### src/rtl/ram8_arbiter.sv
// Round-robin arbiter sharing one ram8 port between requesters A and B.
// Clears all words after reset, then grants one access per cycle.
module ram8_arbiter #(
    parameter int unsigned WIDTH = 8,
    parameter int unsigned AW    = 3
) (
    input  logic             clk,
    input  logic             reset,
    input  logic             a_req,
    input  logic             a_we,
    input  logic [AW-1:0]    a_addr,
    input  logic [WIDTH-1:0] a_wdata,
    output logic             a_gnt,
    output logic             a_rvalid,
    output logic [WIDTH-1:0] a_rdata,
    input  logic             b_req,
    input  logic             b_we,
    input  logic [AW-1:0]    b_addr,
    input  logic [WIDTH-1:0] b_wdata,
    output logic             b_gnt,
    output logic             b_rvalid,
    output logic [WIDTH-1:0] b_rdata,
    output logic [WIDTH-1:0] ram_in,
    output logic [AW-1:0]    ram_addr,
    output logic             ram_load,
    input  logic [WIDTH-1:0] ram_out,
    output logic             init_busy
);

    localparam int unsigned DEPTH = 1 << AW;

    typedef enum logic {INIT, RUN} state_t;

    state_t        state, state_next;
    logic [AW-1:0] cnt, cnt_next;
    logic          rr_ptr, rr_next;   // 0 = A has priority, 1 = B

    always_ff @(posedge clk) begin
        if (reset) begin
            state <= INIT;
            cnt   <= '0;
        end else begin
            state <= state_next;
            cnt   <= cnt_next;
        end
    end

    // Clear sequencing, arbitration and RAM port muxing
    always_comb begin
        state_next = state;
        cnt_next   = cnt;
        rr_next    = rr_ptr;
        a_gnt      = 1'b0;
        b_gnt      = 1'b0;
        ram_load   = 1'b0;
        ram_addr   = '0;
        ram_in     = '0;
        case (state)
            INIT: begin
                ram_addr = cnt;
                ram_load = ~reset;
                cnt_next = cnt + AW'(1);
                if (cnt == AW'(DEPTH - 1)) begin
                    state_next = RUN;
                end
            end
            RUN: begin
                if (!reset) begin
                    if (a_req && (!b_req || !rr_ptr)) begin
                        a_gnt = 1'b1;
                    end else if (b_req) begin
                        b_gnt = 1'b1;
                    end
                    if (a_gnt) begin
                        ram_addr = a_addr;
                        ram_in   = a_wdata;
                        ram_load = a_we;
                        rr_next  = 1'b1;
                    end else if (b_gnt) begin
                        ram_addr = b_addr;
                        ram_in   = b_wdata;
                        ram_load = b_we;
                        rr_next  = 1'b0;
                    end
                end
            end
        endcase
    end

    assign init_busy = (state == INIT);

    // Read capture: data sampled at the end of the grant cycle
    always_ff @(posedge clk) begin
        if (reset) begin
            rr_ptr   <= 1'b0;
            a_rvalid <= 1'b0;
            b_rvalid <= 1'b0;
            a_rdata  <= '0;
            b_rdata  <= '0;
        end else begin
            rr_ptr   <= rr_next;
            a_rvalid <= a_gnt & ~a_we;
            b_rvalid <= b_gnt & ~b_we;
            if (a_gnt && !a_we) begin
                a_rdata <= ram_out;
            end
            if (b_gnt && !b_we) begin
                b_rdata <= ram_out;
            end
        end
    end

endmodule

### config.mk
export PLATFORM = sky130hd
export DESIGN_NAME = ram8_arbiter
export DESIGN_NICKNAME = d
export VERILOG_FILES = /design/src/rtl/ram8_arbiter.sv
export SDC_FILE = /design/constraint.sdc
export NUM_CORES = 1
export LEC_CHECK = 0
export ABC_AREA = 0
export BUFFER_PORTS_ARGS = -buffer_cell sky130_fd_sc_hd__buf_2
export CAP_MARGIN = 0
export CORE_UTILIZATION = 37
export CTS_CLUSTER_DIAMETER = 120
export DETAILED_ROUTE_END_ITERATION = 10
export PLACE_DENSITY = 0.75
export SLEW_MARGIN = 20
export SYNTH_ARGS = -nofsm -noshare
export SYNTH_HDL_FRONTEND = slang
export SYNTH_SLANG_ARGS = --single-unit
export TNS_END_PERCENT = 10
### constraint.sdc
create_clock -name clk -period 1.3 [get_ports clk]
set_input_delay 0.26 -clock clk [delete_from_list [all_inputs] [get_ports clk]]
set_output_delay 0.26 -clock clk [all_outputs]
set_load 0.02 [all_outputs]
# Word level (Yosys, flattened, before mapping)
# Index checks and enable logic that the tools add are counted.
dict set report word_totals {
  register_bits 23
  out_inout_bits 33
  wordCells 52
}
dict set report op_classes {
  addsub 1
  n_eq_ne 1
  n_mux 27
  bitwise_logic 6
  n_reduce_logical 10
}
# op n
set ops {}
lappend ops {{$mux 8} 4}
lappend ops {{$mux 1} 18}
lappend ops {{$mux 3} 3}
lappend ops {{$pmux 3 s2} 1}
lappend ops {{$logic_not 1->1} 4}
lappend ops {{$not 1->1} 4}
lappend ops {{$add 3x1->3 const B} 1}
lappend ops {{$eq 3x3->1 const B} 1}
lappend ops {{$logic_and 1x1->1} 3}
lappend ops {{$and 1x1->1} 2}
lappend ops {{$pmux 1 s2} 1}
lappend ops {{$reduce_and 2->1} 1}
lappend ops {{$reduce_bool 2->1} 1}
lappend ops {{$logic_or 1x1->1} 1}

# Depth between registers and ports, before layout
# Gate-level depths: netlist (run 1).
dict set report depth {
  ltp_word 10
  mapped_depth 5
}

# Worst setup path after synthesis (run 1)
# No wires, ideal clock.
dict set report synth_path {
  path_kind {register -> output}
  start {reg rr_ptr}
  end {out ram_addr[0]}
  t_arrival_ps 1267
  t_required_ps 1040
  path_slack_ps -227
  stages_incl_launch_ff 5
  n_path_buf 1
  path_cell_list {dfxtp_1 -> a21boi_0 -> and3_1 -> buf_2 -> a221o_1}
}
dict set report synth_between {
  elab_chain_cells 10
  word_cells_on_any_way 13
  classes_between {mux: 10; reduce/logical: 3}
}
# element line
set synth_lines {}
lappend synth_lines {{start: declaration} 36} ;# logic rr_ptr, rr_next;
lappend synth_lines {{start signal: assignment} 101} ;# rr_ptr <= rr_next;
lappend synth_lines {{$logic_not 1->1 (*)} 69} ;# if (a_req && (!b_req || !rr_ptr)) begin
lappend synth_lines {{$logic_or 1x1->1 (*)} 69}
lappend synth_lines {{$logic_and 1x1->1 (*)} 69}
lappend synth_lines {{$mux 1} 69}
lappend synth_lines {{$mux 1} 68} ;# if (!reset) begin
lappend synth_lines {{$mux 1} 58} ;# case (state)
lappend synth_lines {{$mux 3} 79} ;# end else if (b_gnt) begin
lappend synth_lines {{$mux 3 (*)} 74} ;# if (a_gnt) begin
lappend synth_lines {{$mux 3 (*)} 68}
lappend synth_lines {{$pmux 3 s2 (*)} 58}
lappend synth_lines {{end: declaration} 24} ;# output logic [AW-1:0] ram_addr,
# Every way passes the cells marked *; elsewhere a longest branch is shown, timed or not. The select of a mux whose other input is x is not followed.

# Worst setup path in the final report (run 1)
dict set report layout_path {
  start {reg rr_ptr}
  end {out ram_addr[2]}
}
# Same word-level chain as after synthesis.

==> results of run 1 <==
[final cells by class]
cell class	instances	share of cell area
multi-input combinational	79	0.371
sequential	23	0.296
timing repair buffer	78	0.285
tap	30	0.0238
clock buffer	3	0.0143
inverter	2	0.00636
clock inverter	1	0.00318
[kinds of logic (layout without fill, tap and decap cells)]
| family | after synthesis | count (layout) | synth area share |
|---|---|---|---|
| buffers and inverters | 9 | 84 | 0.0452 |
| adder cells (fa/ha/maj) | 2 | 2 | 0.0238 |
| AND/OR/NAND/NOR | 43 | 44 | 0.229 |
| AO/OA/AOI/OAI | 23 | 23 | 0.160 |
| flip-flops | 23 | 23 | 0.438 |
| multiplexers | 10 | 10 | 0.105 |
[cells in the mapped netlist, types with 2 or more instances]
cell type | count | share of area
sky130_fd_sc_hd__a221o_1 | 3 | 0.029
sky130_fd_sc_hd__nor2_1 | 6 | 0.021
sky130_fd_sc_hd__ha_1 | 2 | 0.024
sky130_fd_sc_hd__dfxtp_1 | 23 | 0.44
sky130_fd_sc_hd__buf_2 | 5 | 0.024
sky130_fd_sc_hd__o21ai_0 | 8 | 0.038
sky130_fd_sc_hd__mux2_2 | 8 | 0.086
sky130_fd_sc_hd__nor3_1 | 2 | 0.0095
sky130_fd_sc_hd__a22o_1 | 8 | 0.067
sky130_fd_sc_hd__mux2i_1 | 2 | 0.019
sky130_fd_sc_hd__nand3_1 | 8 | 0.038
sky130_fd_sc_hd__nor2b_1 | 9 | 0.054
sky130_fd_sc_hd__and2b_1 | 2 | 0.014
sky130_fd_sc_hd__nand2_1 | 11 | 0.039
[worst reg2reg max path, cell delays in order (launching register included)]
cell	delay (ns)
sky130_fd_sc_hd__dfxtp_2	0.40
sky130_fd_sc_hd__nor2b_4	0.06
sky130_fd_sc_hd__buf_4	0.14
sky130_fd_sc_hd__nor4_4	0.14
sky130_fd_sc_hd__buf_6	0.18
sky130_fd_sc_hd__mux2_2	0.34
[power by group through the flow]
stage | clock [mW] | combinational [mW] | sequential (mW)
final | 0.325 | 0.181 | 0.721
after global routing | 0.372 | 0.198 | 0.722
after CTS | 0.334 | 0.178 | 0.722
after detailed placement | 0 | 0.169 | 0.738
after global placement | 0 | 0.164 | 0.737
after floorplan | 0 | 0.0817 | 0.736
[per-layer routing]
metal | vias up | global-route usage
li1 | 541 | -
met1 | 476 | 0.218
met2 | 52 | 0.365
met3 | 2 | 0.0422
met4 | 0 | 0.0429
met5 | - | 0
[through the flow]
| step | power (mW) | setup TNS [ns] | util | cells | instance area (um2) |
|---|---|---|---|---|---|
| 2_1_floorplan | 0.818 | -1.35 | - | 110 | 1100 |
| 3_5_place_dp | 0.907 | -2.97 | 0.571 | 210 | 1480 |
| 4_1_cts | 1.23 | -5.77 | 0.598 | 214 | 1550 |
| 3_3_place_gp | 0.901 | -1.98 | 0.571 | 210 | 1480 |
| 6_report | 1.23 | -5.55 | 0.608 | 216 | 1570 |
| 5_1_grt | 1.29 | -6.96 | 0.608 | 216 | 1570 |
[registers in the layout (all words and copies together) (netlist names)]
signal / cells
a_rdata: 8
a_rvalid: 1
b_rdata: 8
b_rvalid: 1
cnt: 3
rr_ptr: 1
state: 1
[how the worst max path moves through the flow]
| stage | from | end | slack (ns) | cells after the start |
|---|---|---|---|---|
| after CTS | rr_ptr$_SDFFE_PP0P_ | ram_addr[0] | -0.47 | 5 |
| after global placement | a_req | ram_addr[1] | -0.15 | 5 |
| final | rr_ptr$_SDFFE_PP0P_ | ram_addr[2] | -0.45 | 5 |
| after global routing | rr_ptr$_SDFFE_PP0P_ | ram_addr[2] | -0.52 | 4 |
| after floorplan | state$_SDFF_PP0_ | ram_addr[0] | -0.08 | 4 |
| after detailed placement | b_req | ram_addr[0] | -0.18 | 6 |
[repair_timing]
item / CTS / global route
pin swaps: 1 / 1
gates resized for setup: 10 / 4
cloned: 0 / 1
endpoints found under the setup margin: 31 / 31
setup buffers: 1 / 1
hold buffers: 0 / 0
==> metrics.cfg, run 1 <==
[critical_path]
critPathCaptureType=primary output
crit_slowest_cell=sky130_fd_sc_hd__dfxtp_2
timing.critical_path.cells=nor2b_4 -> nor3_4 -> buf_12 -> a221o_1 -> buf_6
worstPathMaxFanout=12
r2r_setup_slack_ns=-0.06
worst-endpoint-arrival_ns=1.49
r2r_endpoint=b_rdata[7]$_SDFFE_PP0P_
r2r_startpoint=rr_ptr$_SDFFE_PP0P_
crit_path_max_incr_delay_ns=0.37
reg2reg_depth=5
cp_data_required_time_ns=1.04
cpLargestDelayFamily=flip-flops
timing.setup.critical_path_class=reg2out
worstSetupStartpointType=flop
critical_path.n_buffers_inverters=2

[power]
pwr_density_cell_nw_per_um2=779
power.switching_mw=0.307
power.combinational.fraction=0.147
flop_pwr_share=0.588
leakagePower_nw=0.800
power.ir.vdd_worst_v=0.000657
p_int_mw=0.919
power.share.switching=0.250
power.share.clock=0.265

[routing]
dr_wl_met3_um=258
num_vias=1071
dr.max_layer_used=met4
met2WireLength_um=1500
drtIter0Drc=46
routedLengthMet1_um=1060
detail_route.wl_per_cell_um=13.1
route.antenna.remaining_nets=0
vias_per_cell=4.96
remaining_drc_errors=0
drt_pass1_iterations=2
postRouteWirelength_um=2830

[timing]
timing.final.crit_period_ns=1.75
setup_viol_count_final=23
crit_share_post_route=1.35
rsz0062_at_grt=true
timing.final.hold_violations=0
whs_ns=0.181
slew_at_the_pin_with_the_worst_max_slew_slack_ns=0.207
finClkSkew_ns=0.0114
worst_setup_margin_ns=-0.452
maxSlewHeadroom=0.861
timing_max_transition_violations_final=0
max_freq_mhz=571

[yosys]
synth_warnings=0
syn_avg_cell_area_um2=9.55
netlist_area_um2=1050
synth_fp_nets=148
synth_edf_count=0
synth_flop_cell=sky130_fd_sc_hd__dfxtp_1
post_synth_num_cell_types=27
postSynthCellCount=110
postSynthRegisterBits=23
async_s_r_ff_share_synth=0
synth-seq-area-share=0.438

[floorplan]
die_area_um2=3060
die_h_um=55.3
core_area_um2=2590
fp-row-count=18
starting_density_of_the_core=0.406
floorplan.die.width_um=55.3
io-pin-count=69

[cells_and_area]
mostFrequentLayoutCell=sky130_fd_sc_hd__buf_2
area_delta_synth_final_pct=49.8
multi_input_area_um2=584
final_net_count=225
drive_above_1_share=0.554
fillerInstances=246
most-common-layout-cells=sky130_fd_sc_hd__buf_2, sky130_fd_sc_hd__dfxtp_1, sky130_fd_sc_hd__nand2_1, sky130_fd_sc_hd__buf_4, sky130_fd_sc_hd__nor2b_1
ff_latch_area_um2=465
antennaDiodeCount=0

[clock_network]
clock_tree.root_cell=sky130_fd_sc_hd__clkbuf_4
numClockSinks=23
path_clk_slew_ns=0.13
cts_inserted_buffers=3
cts_buffer_depth=2
cts_tree=yes
cts_max_level=1
worst_skew_pair.late_latency_ns=0.31

[place]
place.port_buffers=68
place.detailed.hpwl_um=2180
gpl_congestion=0.728
dp_slack_ns=-0.183

[run]
max_cap_violations=0

[global_route]
grt_first_pass_wirelength_um=4810
initial_antenna_violation_count=0
grt_pass1_vias=1061
grt_start_max_net_pins=14
global_route.overflow_total=0
groute.usage.overall=0.193

[hold_path]
hold_path_class=in2reg
min_delay_worst_endpoint=a_rdata[2]$_SDFFE_PP0P_
worst_hold_path.num_cells=3
timing.hold.worst.start=ram_out[2]

[run_status]
outcome=complete, but fails checks
violations=negative setup slack

Power figures use the tool's default switching activity.
==> run 2: changes to the inputs <==
SETUP_SLACK_MARGIN = 0.3   (was default)
==> run 2 against run 1 <==
Net effect: the run still ends with negative setup slack left; utilization up 8.2 points; critical path depth unchanged; power increased by 3.3%; global-route usage grew 0.78 points; highest routed layer unchanged; fmax grew 1.2%; combinational power increased by 13%; count of clock-buffer cells in the layout up 1; worst hold slack got worse by 0.0044 ns; wire length increased by 9.8%; flip-flop and latch count did not move.
==> metrics.cfg, run 2 (same netlist as run 1, synthesis figures left out) <==
[run_status]
outcome=complete, but fails checks
violations=negative setup slack

[timing]
slew_at_the_pin_with_the_worst_max_slew_slack_ns=0.202  ; -0.00582 ns
max_freq_mhz=577  ; +1.2%
crit_share_post_route=1.33  ; -0.0157
rsz0062_at_grt=true
maxSlewHeadroom=0.865  ; +0.00391
timing.final.crit_period_ns=1.73  ; -0.0204 ns
setup_viol_count_final=22  ; -4.3%
finClkSkew_ns=0.00192  ; -0.00947 ns
timing.final.hold_violations=0  ; unchanged
worst_setup_margin_ns=-0.432  ; +0.0204 ns
timing_max_transition_violations_final=0  ; unchanged

[routing]
postRouteWirelength_um=3100  ; +9.8%
vias_per_cell=5.15  ; +3.9%
num_vias=1123  ; +4.9%
route.antenna.remaining_nets=0  ; unchanged
detail_route.wl_per_cell_um=14.2  ; +8.8%
remaining_drc_errors=0  ; unchanged
drt_pass1_iterations=4  ; +2
drtIter0Drc=28  ; -39%

[clock_network]
cts_stage_hold_buffer_count=0  ; unchanged
cts_inserted_buffers=3  ; unchanged
path_clk_slew_ns=0.12  ; about the same
cts_tree=yes
numClockSinks=23  ; unchanged
cts_max_level=1  ; unchanged
cts_buffer_depth=2  ; unchanged
clock_tree.root_cell=sky130_fd_sc_hd__clkbuf_4
worst_skew_pair.late_latency_ns=0.32  ; about the same

[cells_and_area]
final_util=0.689  ; +0.0816
drive_above_1_share=0.633  ; +0.0792
mostFrequentLayoutCell=sky130_fd_sc_hd__buf_2
reg.largest.list=a_rdata: 8 flops, b_rdata: 8 flops, cnt: 3 flops
fillerInstances=208  ; -15%
area_delta_synth_final_pct=69.9
antennaDiodeCount=0  ; unchanged
most-common-layout-cells=sky130_fd_sc_hd__buf_2, sky130_fd_sc_hd__buf_6, sky130_fd_sc_hd__buf_4, sky130_fd_sc_hd__dfxtp_2, sky130_fd_sc_hd__nand2_1
number_of_cells_in_the_finished_layout_apart_from_fillers=218  ; +0.93%
final_net_count=227  ; +0.89%

[critical_path]
cp_data_required_time_ns=1.04  ; about the same
r2r_setup_slack_ns=-0.05  ; about the same
critPathCaptureType=primary output
worstSetupStartpoint=rr_ptr$_SDFFE_PP0P_
critPathMostFrequentCell=sky130_fd_sc_hd__buf_6
r2r_startpoint=rr_ptr$_SDFFE_PP0P_
timing.critical_path.cells=nor2b_4 -> nor3_4 -> buf_6 -> a221o_1 -> buf_6
cpLargestDelayFamily=flip-flops
worstSetupPathDepth=5  ; unchanged
worst-endpoint-arrival_ns=1.47  ; -0.02 ns
timing.setup.critical_path_class=reg2out
worstPathMaxFanout=6  ; -6
reg2reg_depth=5  ; unchanged
crit_slowest_cell=sky130_fd_sc_hd__dfxtp_4
crit_path_max_incr_delay_ns=0.39  ; +0.02 ns
crit_path_end=ram_addr[1]
r2r_endpoint=b_rdata[7]$_SDFFE_PP0P_
critical_path.n_buffers_inverters=2  ; unchanged
worstSetupStartpointType=flop

[power]
power.switching_mw=0.325  ; +6.0%
power.ir.vdd_worst_v=0.000857  ; +30%
p_int_mw=0.941  ; +2.3%
pwr_density_cell_nw_per_um2=709  ; -9.0%
power.share.switching=0.257  ; +0.00659
flop_pwr_share=0.571  ; -0.017
leakagePower_nw=0.845  ; +5.7%
power.share.clock=0.267  ; +0.002
power.combinational.fraction=0.161  ; +0.014

[place]
place.port_buffers=68  ; unchanged
dp.cells=211  ; +0.48%
gpl_congestion=0.741  ; +1.8%
place.detailed.hpwl_um=2200  ; +1.2%

[hold_path]
hold_path_class=in2reg

[global_route]
groute.usage.overall=0.201  ; +0.00779
grt_first_pass_wirelength_um=4920  ; +2.3%
grt_start_max_net_pins=13  ; -1
grt_pass1_vias=1079  ; +1.7%
global_route.overflow_total=0  ; unchanged
initial_antenna_violation_count=0  ; unchanged

[floorplan]
starting_density_of_the_core=0.406  ; unchanged
die_area_um2=3060  ; unchanged
floorplan.die.width_um=55.3  ; unchanged
fp-row-count=18  ; unchanged
core_area_um2=2590  ; unchanged
io-pin-count=69  ; unchanged
die_h_um=55.3  ; unchanged

[run]
max_cap_violations=0  ; unchanged

-- run 2: changes by cell type in the layout (fill, tap and decap cells not counted), sizes merged --
cell    delta
clkinv     -1
buf        +2
clkbuf     +1
-- run 2: worst min-delay path by stage --
stage          slack, ns                      end  cells after the start                    start
2_1_floorplan       0.38      b_rvalid$_SDFF_PP0_                      1                     b_we
4_1_cts             0.17  b_rdata[4]$_SDFFE_PP0P_                      2               ram_out[4]
3_5_place_dp        0.45  a_rdata[0]$_SDFFE_PP0P_                      2  a_rdata[0]$_SDFFE_PP0P_
3_3_place_gp        0.44  a_rdata[6]$_SDFFE_PP0P_                      2  a_rdata[6]$_SDFFE_PP0P_
5_1_grt             0.18  b_rdata[2]$_SDFFE_PP0P_                      2               ram_out[2]
6_report            0.18  b_rdata[4]$_SDFFE_PP0P_                      2               ram_out[4]
-- run 2: through the flow --
stage	hold WS, ns	setup slack [ns]	cell area [um2]	power, mW	TNS (ns)
after detailed placement	0.452	-0.180	1490	0.909	-3.22
final	0.177	-0.432	1790	1.27	-5.32
after CTS	0.169	-0.440	1740	1.26	-5.46
after floorplan	0.375	-0.0849	1100	0.818	-1.35
after global placement	0.445	-0.151	1490	0.903	-2.35
after global routing	0.184	-0.488	1790	1.31	-6.56
-- run 2: worst reg2reg max path: stages (launching register included) --
cell,delay [ns]
sky130_fd_sc_hd__dfxtp_4,0.40
sky130_fd_sc_hd__nor2b_4,0.05
sky130_fd_sc_hd__buf_4,0.13
sky130_fd_sc_hd__nor4_4,0.13
sky130_fd_sc_hd__buf_6,0.19
sky130_fd_sc_hd__mux2_2,0.35
-- run 2: power by group through the flow --
stage / Sequential (mW) / Combinational [mW] / Clock (mW)
2_1_floorplan: 0.736 / 0.0817 / 0
3_3_place_gp: 0.737 / 0.166 / 0
5_1_grt: 0.725 / 0.224 / 0.357
6_report: 0.723 / 0.204 / 0.338
3_5_place_dp: 0.737 / 0.172 / 0
4_1_cts: 0.723 / 0.198 / 0.342
-- run 2: cell type report --
cell class | count | area [um2] | area share
Multi-Input combinational cell | 79 | 648 | 0.363
Timing Repair Buffer | 80 | 581 | 0.325
Sequential cell | 23 | 483 | 0.270
Tap cell | 30 | 37.5 | 0.0210
Clock buffer | 4 | 26.3 | 0.0147
Inverter | 2 | 10.0 | 0.00561
-- run 2: timing repair --
item,in CTS,in global routing
buffers inserted,0,1
resized for setup,73,19
gates cloned,2,0
setup endpoints to repair,52,52
pin swaps,1,9
-- run 2: layer usage --
layer	part of all wire	wire (um)	vias to the layer above	track usage
li1	-	-	550	-
met1	0.38	1180	508	0.222
met2	0.54	1660	60	0.379
met3	0.070	216	5	0.0281
met4	0.014	42	0	0.0821
met5	0	0	-	0
==> run 3: changes to the inputs <==
CELL_PAD_IN_SITES_DETAIL_PLACEMENT = 1   (was default)
CELL_PAD_IN_SITES_GLOBAL_PLACEMENT = 2   (was default)
CORE_UTILIZATION = 20   (was 37)
PLACE_DENSITY = default   (was 0.75)
PLACE_DENSITY_LB_ADDON = 0.1   (was default)
==> run 3 against run 2 <==
Net effect: largest power group unchanged; utilization fell by 33 points; flip-flop and latch count did not move; the run still ends with negative setup slack left; setup slack improved by 0.079 ns; wire length rose by 17%; clock power rose by 31%; combinational power barely moved; cell area rose by 1.8%; clock skew rose by 0.0010 ns; sequential power barely moved.
==> metrics.cfg, run 3 (same netlist as run 1, synthesis figures left out) <==
[critical_path]
reg2reg_depth=5  ; unchanged
critPathMostFrequentCell=sky130_fd_sc_hd__buf_6
cp_data_required_time_ns=1.04  ; about the same
cpLargestDelayFamily=flip-flops
r2r_startpoint=state$_SDFF_PP0_
r2r_setup_slack_ns=-0.09  ; -0.04 ns
timing.setup.critical_path_class=reg2out
timing.critical_path.cells=nor2b_4 -> nor3_2 -> buf_6 -> a221o_1 -> buf_6
worstPathMaxFanout=12  ; +6
worstSetupPathDepth=5  ; unchanged
worstSetupStartpointType=flop
worstSetupStartpoint=rr_ptr$_SDFFE_PP0P_
crit_path_max_incr_delay_ns=0.37  ; -0.02 ns
critical_path.n_buffers_inverters=2  ; unchanged
r2r_endpoint=b_rdata[7]$_SDFFE_PP0P_
critPathCaptureType=primary output
worst-endpoint-arrival_ns=1.39  ; -0.08 ns
crit_slowest_cell=sky130_fd_sc_hd__dfxtp_4

[clock_network]
cts_stage_hold_buffer_count=0  ; unchanged
cts_buffer_depth=2  ; unchanged
cts_max_level=1  ; unchanged
numClockSinks=23  ; unchanged
worst_skew_pair.late_latency_ns=0.26  ; -0.06 ns
path_clk_slew_ns=0.08  ; -0.04 ns
clock_tree.root_cell=sky130_fd_sc_hd__clkbuf_8
cts_tree=yes
cts_inserted_buffers=3  ; unchanged

[hold_path]
hold_path_class=in2reg
min_delay_worst_endpoint=a_rdata[1]$_SDFFE_PP0P_
timing.hold.worst.start=ram_out[1]
worst_hold_path.num_cells=3  ; +1

[power]
leakagePower_nw=0.840  ; -0.61%
power.ir.vdd_worst_v=0.000431  ; -50%
power.combinational.fraction=0.147  ; -0.014
power.share.switching=0.245  ; -0.0114
power.switching_mw=0.336  ; +3.2%
p_int_mw=1.03  ; +9.7%
pwr_density_cell_nw_per_um2=752  ; +6.1%
flop_pwr_share=0.530  ; -0.041
power.share.clock=0.323  ; +0.056

[cells_and_area]
final_util=0.358  ; -0.331
reg.largest.list=a_rdata: 8 flops, b_rdata: 8 flops, cnt: 3 flops
mostFrequentLayoutCell=sky130_fd_sc_hd__buf_2
drive_above_1_share=0.635  ; +0.00194
antennaDiodeCount=0  ; unchanged
area_delta_synth_final_pct=73.0
number_of_cells_in_the_finished_layout_apart_from_fillers=259  ; +19%
most-common-layout-cells=sky130_fd_sc_hd__buf_2, sky130_fd_sc_hd__buf_6, sky130_fd_sc_hd__buf_4, sky130_fd_sc_hd__dfxtp_2, sky130_fd_sc_hd__nand2_1
final_net_count=228  ; +0.44%

[floorplan]
die_area_um2=5550  ; +81%
core_area_um2=5070  ; +96%
die_h_um=74.5  ; +35%
starting_density_of_the_core=0.207  ; -0.199
fp-row-count=26  ; +8
floorplan.die.width_um=74.5  ; +35%
io-pin-count=69  ; unchanged

[routing]
num_vias=1119  ; -0.36%
route.antenna.remaining_nets=0  ; unchanged
vias_per_cell=4.32  ; -16%
remaining_drc_errors=0  ; unchanged
detail_route.wl_per_cell_um=14.0  ; -1.9%
postRouteWirelength_um=3610  ; +17%
drtIter0Drc=17  ; -39%
drt_pass1_iterations=4  ; unchanged

[place]
place.detailed.hpwl_um=2720  ; +24%
dp.cells=254  ; +20%
gpl_congestion=0.702  ; -5.3%
place.port_buffers=68  ; unchanged

[timing]
timing_max_transition_violations_final=0  ; unchanged
worst_setup_margin_ns=-0.353  ; +0.0795 ns
setup_viol_count_final=23  ; +4.5%
finClkSkew_ns=0.00295  ; +0.00103 ns
rsz0062_at_grt=true
timing.final.hold_violations=0  ; unchanged
max_freq_mhz=605  ; +4.8%
slew_at_the_pin_with_the_worst_max_slew_slack_ns=0.210  ; +0.00806 ns
crit_share_post_route=1.27  ; -0.0611
timing.final.crit_period_ns=1.65  ; -0.0795 ns
maxSlewHeadroom=0.859  ; -0.00541
whs_ns=0.227  ; +0.0506 ns

[global_route]
global_route.overflow_total=0  ; unchanged
grt_start_max_net_pins=14  ; +1
groute.usage.overall=0.131  ; -0.0693
grt_pass1_vias=1165  ; +8.0%
grt_first_pass_wirelength_um=5530  ; +12%
initial_antenna_violation_count=0  ; unchanged

[run_status]
violations=negative setup slack
outcome=complete, but fails checks

[run]
max_cap_violations=0  ; unchanged

run 3: changes by cell type in the layout (fill, tap and decap cells not counted), sizes merged:
cell	before	now
clkbuf	4	3
buf	80	81
clkinv	0	1
run 3: power groups by stage:
stage / clock network (mW) / logic [mW] / registers [mW]
after global routing: 0.490 / 0.222 / 0.727
final: 0.442 / 0.201 / 0.724
after CTS: 0.468 / 0.199 / 0.725
after global placement: 0 / 0.177 / 0.737
after detailed placement: 0 / 0.180 / 0.738
after floorplan: 0 / 0.0817 / 0.736
run 3: per-layer routing:
metal | vias to the layer above | track usage | share of wire
li1 | 547 | - | -
met1 | 530 | 0.157 | 0.43
met2 | 40 | 0.233 | 0.48
met3 | 2 | 0.0312 | 0.077
met4 | 0 | 0.0377 | 0.0066
met5 | - | 0 | 0
run 3: cell type report:
cell class                 instances  area [um2]
clock buffer                       3        41.3
inverter                           2        10.0
tap                               70        87.6
timing repair buffer              81         574
clock inverter                     1        5.00
multi-input combinational         79         617
fill                             634        3260
sequential                        23         483
run 3: worst max path at each step:
stage                               to
4_1_cts                    ram_addr[0]
3_5_place_dp   b_rdata[7]$_SDFFE_PP0P_
6_report                   ram_addr[1]
3_3_place_gp   b_rdata[6]$_SDFFE_PP0P_
2_1_floorplan              ram_addr[0]
5_1_grt                       ram_load
run 3: worst reg2reg max path, stage by stage (launching register included):
cell and delay [ns]:
sky130_fd_sc_hd__dfxtp_2 0.34, sky130_fd_sc_hd__nand2_2 0.07, sky130_fd_sc_hd__buf_6 0.12, sky130_fd_sc_hd__nor4_4 0.21, sky130_fd_sc_hd__buf_4 0.19, sky130_fd_sc_hd__mux2_2 0.34
run 3: timing repair:
action / 4_1_cts / 5_1_grt
pin swaps: 4 / 3
setup buffers: 0 / 0
endpoints found under the setup margin: 51 / 55
cloned: 1 / 0
endpoints found under the hold margin: 0 / 0
resized for setup: 56 / 10
run 3: through the flow:
stage	worst slack, ns	power (mW)	setup TNS, ns	instance area [um2]
detailed placement	-0.196	0.918	-4.16	1570
finish	-0.353	1.37	-4.81	1820
floorplan	-0.0849	0.818	-1.35	1100
CTS	-0.363	1.39	-5.31	1790
global placement	-0.195	0.913	-3.55	1570
global route	-0.408	1.44	-6.44	1820
